--- src/rtl/cdc_hs_rx_if.sv ---
// Receiver-side bundle of a 4-phase req/ack crossing: synchronized request, held source data,
// returned ack, and the captured word on a valid/ready interface.
interface cdc_hs_rx_if #(
    parameter int W = 32
);
    logic         req_sync;
    logic [W-1:0] data_async;
    logic         ack;
    logic         out_valid;
    logic [W-1:0] out_data;
    logic         out_ready;

    modport master (
        output req_sync, data_async, out_ready,
        input  ack, out_valid, out_data
    );

    modport slave (
        input  req_sync, data_async, out_ready,
        output ack, out_valid, out_data
    );
endinterface

--- src/rtl/cdc_hs_rx.sv ---
// Destination side of a 4-phase req/ack CDC: captures held source data, offers it valid/ready, returns ack.
// Latency: req_sync to out_valid 1 cycle; accept to ack 1 cycle. Backpressure: holds VALID while out_ready=0, ack withheld.
module cdc_hs_rx #(
    parameter int W     = 32,
    parameter int CNT_W = 16
) (
    input  logic             clk,
    input  logic             rst,
    cdc_hs_rx_if.slave       bus,
    output logic             busy,
    output logic             err_proto,
    output logic [CNT_W-1:0] xfer_cnt
);
    typedef enum logic [1:0] {
        IDLE  = 2'd0,
        VALID = 2'd1,
        ACK   = 2'd2
    } state_t;

    state_t       state;
    state_t       state_nxt;
    logic         capture;
    logic         accept;
    logic         viol;
    logic         ack_q;
    logic         valid_q;
    logic [W-1:0] data_q;

    always_comb begin
        state_nxt = state;
        capture   = 1'b0;
        accept    = 1'b0;
        viol      = 1'b0;
        case (state)
            IDLE: begin
                if (bus.req_sync) begin
                    capture   = 1'b1;
                    state_nxt = VALID;
                end
            end
            VALID: begin
                // A source dropping req before ack is flagged but the captured word still completes.
                viol = !bus.req_sync;
                if (bus.out_ready) begin
                    accept    = 1'b1;
                    state_nxt = ACK;
                end
            end
            ACK: begin
                if (!bus.req_sync) state_nxt = IDLE;
            end
            default: state_nxt = IDLE;
        endcase
    end

    // Outputs are registered from the next state so they line up with the state register.
    always_ff @(posedge clk or posedge rst) begin
        if (rst) begin
            state     <= IDLE;
            ack_q     <= 1'b0;
            valid_q   <= 1'b0;
            data_q    <= '0;
            busy      <= 1'b0;
            err_proto <= 1'b0;
            xfer_cnt  <= '0;
        end else begin
            state   <= state_nxt;
            ack_q   <= (state_nxt == ACK);
            valid_q <= (state_nxt == VALID);
            busy    <= (state_nxt != IDLE);
            if (capture) data_q <= bus.data_async;
            if (viol)    err_proto <= 1'b1;
            if (accept)  xfer_cnt <= xfer_cnt + CNT_W'(1);
        end
    end

    assign bus.ack       = ack_q;
    assign bus.out_valid = valid_q;
    assign bus.out_data  = data_q;
endmodule

--- src/flat_wrapper.sv ---
// flat-port wrapper written by rule: the top's interface ports become plain ports
module cdc_hs_rx_flat 
#(
    parameter int W     = 32,
    parameter int CNT_W = 16
)
  (clk, rst, busy, err_proto, xfer_cnt, bus_req_sync, bus_data_async, bus_out_ready, bus_ack, bus_out_valid, bus_out_data);
  cdc_hs_rx_if #(.W(W)) bus_i ();
  input  logic clk;
  input  logic rst;
  output logic busy;
  output logic err_proto;
  output logic [CNT_W-1:0] xfer_cnt;
  input wire logic [$bits(bus_i.req_sync)-1:0] bus_req_sync;
  input wire logic [$bits(bus_i.data_async)-1:0] bus_data_async;
  input wire logic [$bits(bus_i.out_ready)-1:0] bus_out_ready;
  output wire logic [$bits(bus_i.ack)-1:0] bus_ack;
  output wire logic [$bits(bus_i.out_valid)-1:0] bus_out_valid;
  output wire logic [$bits(bus_i.out_data)-1:0] bus_out_data;
  assign bus_i.req_sync = bus_req_sync;
  assign bus_i.data_async = bus_data_async;
  assign bus_i.out_ready = bus_out_ready;
  assign bus_ack = bus_i.ack;
  assign bus_out_valid = bus_i.out_valid;
  assign bus_out_data = bus_i.out_data;
  cdc_hs_rx #(.W(W), .CNT_W(CNT_W)) u_core (.clk(clk), .rst(rst), .bus(bus_i), .busy(busy), .err_proto(err_proto), .xfer_cnt(xfer_cnt));
endmodule
--- config.mk ---
export PLATFORM = sky130hd
export DESIGN_NAME = cdc_hs_rx_flat
export DESIGN_NICKNAME = d
export VERILOG_FILES = /design/src/rtl/cdc_hs_rx_if.sv /design/src/rtl/cdc_hs_rx.sv /design/src/flat_wrapper.sv
export SDC_FILE = /design/constraint.sdc
export NUM_CORES = 1
export LEC_CHECK = 0
export ABC_AREA = 1
export CAP_MARGIN = 20
export CORE_MARGIN = 5
export CORE_UTILIZATION = 35
export CTS_BUF_LIST = sky130_fd_sc_hd__clkbuf_16
export CTS_CLUSTER_SIZE = 28
export DETAILED_ROUTE_END_ITERATION = 10
export MAX_ROUTING_LAYER = met4
export PLACE_DENSITY = 0.66
export SLEW_MARGIN = 40
export SYNTH_ARGS = -nofsm -noshare
export SYNTH_HDL_FRONTEND = slang
export SYNTH_SLANG_ARGS = --single-unit
--- constraint.sdc ---
create_clock -name clk -period 3.1 [get_ports clk]
set_clock_uncertainty 0.2 [all_clocks]
set_input_delay 0.93 -clock clk [delete_from_list [all_inputs] [get_ports clk]]
set_output_delay 0.93 -clock clk [all_outputs]
set_load 0.01 [all_outputs]
==> results.json <==
{
  "fin_total_pwr_mw": 3.03,
  "synth.area.top_cells": "dfrtp_1 58%, mux2_4 19%, nand2_1 4.8%, inv_1 2.7%, xnor2_1 2.6%",
  "wl_met2_mm": 2.42,
  "yosys_register_bits": 54,
  "cts-resized-gates": 0,
  "leakage_nw": 1.59,
  "grt_pass1_vias": 1555,
  "nets": 310,
  "path_cells": "clkdlybuf4s50_1",
  "grt_pass1_wl_mm": 7.96,
  "period_share": 0.775,
  "dp_hpwl_mm": 3.83,
  "cts.sinks": 54,
  "grt_usage": 0.122,
  "wl_met3_um": 254,
  "clk_latency_ns": 0.28,
  "crit_fanout": 4,
  "syn-cell-area_um2": 2340,
  "worst_slew_pin_slew_ns": 0.598,
  "post_drt_wl_per_cell_um": 14.6,
  "vias_per_cell": 4.46,
  "clk_pin_slew_ns": 0.06,
  "first_pass_iters": 4,
  "totalWireLength_mm": 5.12,
  "cts_tree": "built",
  "ys.warnings.count": 0,
  "placed_area_um2": 3310,
  "fin_area_um2": 3440,
  "min_path_type": "reg2reg",
  "cts_max_level": 2,
  "ioPinCount": 88,
  "pre_cts_slack_ns": 0.464,
  "cp_top_family": "buffers and inverters",
  "area_delta_synth_final_pct": 47.5,
  "path_buf_inv": 1,
  "p_per_area_nw_per_um2": 878,
  "drc": 0,
  "hold_ws_ns": 0.284,
  "grt_overflow": 0,
  "grt_setup_unrepaired": "false",
  "dieArea_um2": 8410,
  "layout-drive-gt1-share": 0.179,
  "maxCapViolCount": 0,
  "postCtsSetupRepairBufs": 0,
  "fmax_mhz": 416,
  "syn_avg_cell_area_um2": 13.0,
  "setup_tns_ns": 0,
  "slew_headroom": 0.600,
  "setup_viol": 0,
  "cp_slowest_cell": "clkdlybuf4s50_1",
  "top_layer_used": "met4",
  "die_x_um": 91.7,
  "placementRows": 29,
  "end_kind": "output pin",
  "io_buffers": 87,
  "yosys.cell_types.count": 23,
  "antenna_found_initial": 0,
  "crit_arrival_ns": 1.27,
  "criticalPathCategory": "reg2out",
  "hold_viol_final": 0,
  "ant_nets": 0,
  "synth_seq_area_share": 0.578,
  "die-height_um": 91.7,
  "max_stage_delay_ns": 0.57,
  "ctsHoldBuffers": 0,
  "synthCells": 180,
  "gp_congestion": 0.869,
  "yosysTopAreaCell": "dfrtp_1",
  "slew_viol_final": 0,
  "initial_utilization": 0.364,
  "min_period_ns": 2.40,
  "netlist.area_leader.share": 0.578,
  "cts_buffer_depth": 2,
  "core_um2": 6420,
  "fin_ws_ns": 0.699,
  "crit_required_ns": 1.97,
  "cp-start-kind": "flop",
  "cts_root_buffer": "clkbuf_16",
  "grt_max_degree": 29,
  "via_count": 1561,
  "antenna_cells": 0,
  "cts_buffers": 5,
  "status": "finished clean",
  "m1WireLength_mm": 2.43,
  "syn_nets": 217,
  "dr.first_iter.drc_count": 11,
  "ir_drop_uv": 410
}
==> layout by cell type (no fill, tap or decap), types with 3 or more instances in the layout <==
cell and instances:
clkdlybuf4s50_1 87, dfrtp_1 54, nand2_1 30, mux2_4 29
inv_1 16, nor2_1 8, xnor2_1 7, nand3_1 7
clkbuf_16 5, xor2_1 4, mux2_2 3, nand4_1 3
==> power breakdown <==
| group | leakage (nW) | total, mW | internal (mW) | switching, mW |
|---|---|---|---|---|
| sequential | 0.647 | 1.16 | 0.981 | 0.175 |
| clock | 0.0694 | 0.523 | 0.292 | 0.231 |
| combinational | 0.878 | 1.35 | 0.875 | 0.472 |
| total | 1.59 | 3.03 | 2.15 | 0.878 |
==> cells by family (layout without fill, tap and decap cells) <==
kind of cell	count (synthesis)	after routing	share of synthesized area
AND/OR/NAND/NOR	56	56	0.115
AO/OA/AOI/OAI	6	6	0.0177
multiplexers	32	32	0.201
flip-flops	54	54	0.578
buffers and inverters	20	113	0.0418
XOR/XNOR	11	11	0.0412
adder cells (fa/ha/maj)	1	1	0.00536
==> area by class of cell <==
| cell class | count | area (µm²) |
|---|---|---|
| clock buffers | 5 | 125 |
| clock inverters | 2 | 10.0 |
| fillers | 553 | 2980 |
| inverters | 17 | 63.8 |
| multi-input cells | 106 | 887 |
| flip-flops and latches | 54 | 1350 |
| well taps | 77 | 96.3 |
| repair buffers | 89 | 911 |
==> stage by stage <==
stage           util  std cells
4_1_cts        0.536        350
3_3_place_gp   0.515        343
6_report       0.536        350
2_1_floorplan      -        180
5_1_grt        0.536        350
3_5_place_dp   0.515        343
==> worst reg2reg max path: cells and delay by family, from the launching register on <==
family,cells,cell delay (ns)
DFF,1,0.45
muxes,1,0.37
and+or+nand+nor,2,0.32
buffers and inverters,1,0.27
==> state kept, by name (all words and copies together), names as in the netlist <==
name	cells
u_core.bus.ack	1
u_core.err_proto	1
u_core.bus.out_valid	1
u_core.xfer_cnt	16
u_core.state	2
u_core.bus.out_data	32
u_core.busy	1
==> metal layers <==
| metal | up-vias | track usage |
|---|---|---|
| li1 | 769 | - |
| met1 | 735 | 0.160 |
| met2 | 55 | 0.192 |
| met3 | 2 | 0.0303 |
| met4 | 0 | 0.0297 |
| met5 | - | - |
==> path summary, 6_finish.rpt <==
| kind | start | to | slack [ns] | depth (start not counted) |
|---|---|---|---|---|
| setup / recovery | u_core.xfer_cnt[5] | xfer_cnt[5] | 0.70 | 1 |
| hold / removal | u_core.err_proto | u_core.err_proto | 0.28 | 1 |
| setup reg to reg | u_core.state[0] | u_core.bus.out_data[30] | 1.37 | 4 |
| hold reg to reg | u_core.err_proto | u_core.err_proto | 0.28 | 1 |
| max in group asynchronous | rst | u_core.bus.out_data[27] | 1.31 | 3 |
| min in group asynchronous | rst | u_core.bus.out_data[14] | 0.84 | 2 |
==> cell usage after synthesis (all sizes together) <==
library cell / count
dfrtp: 54
mux2: 32
nand2: 32
inv: 17
nor2: 10
nand3: 8
xnor2: 7
xor2: 4
buf: 3
nand4: 3
o21ai: 3
o31ai: 2
ha: 1
nand3b: 1
nor3: 1
o21bai: 1
or2: 1
Power figures use the tool's default switching activity.
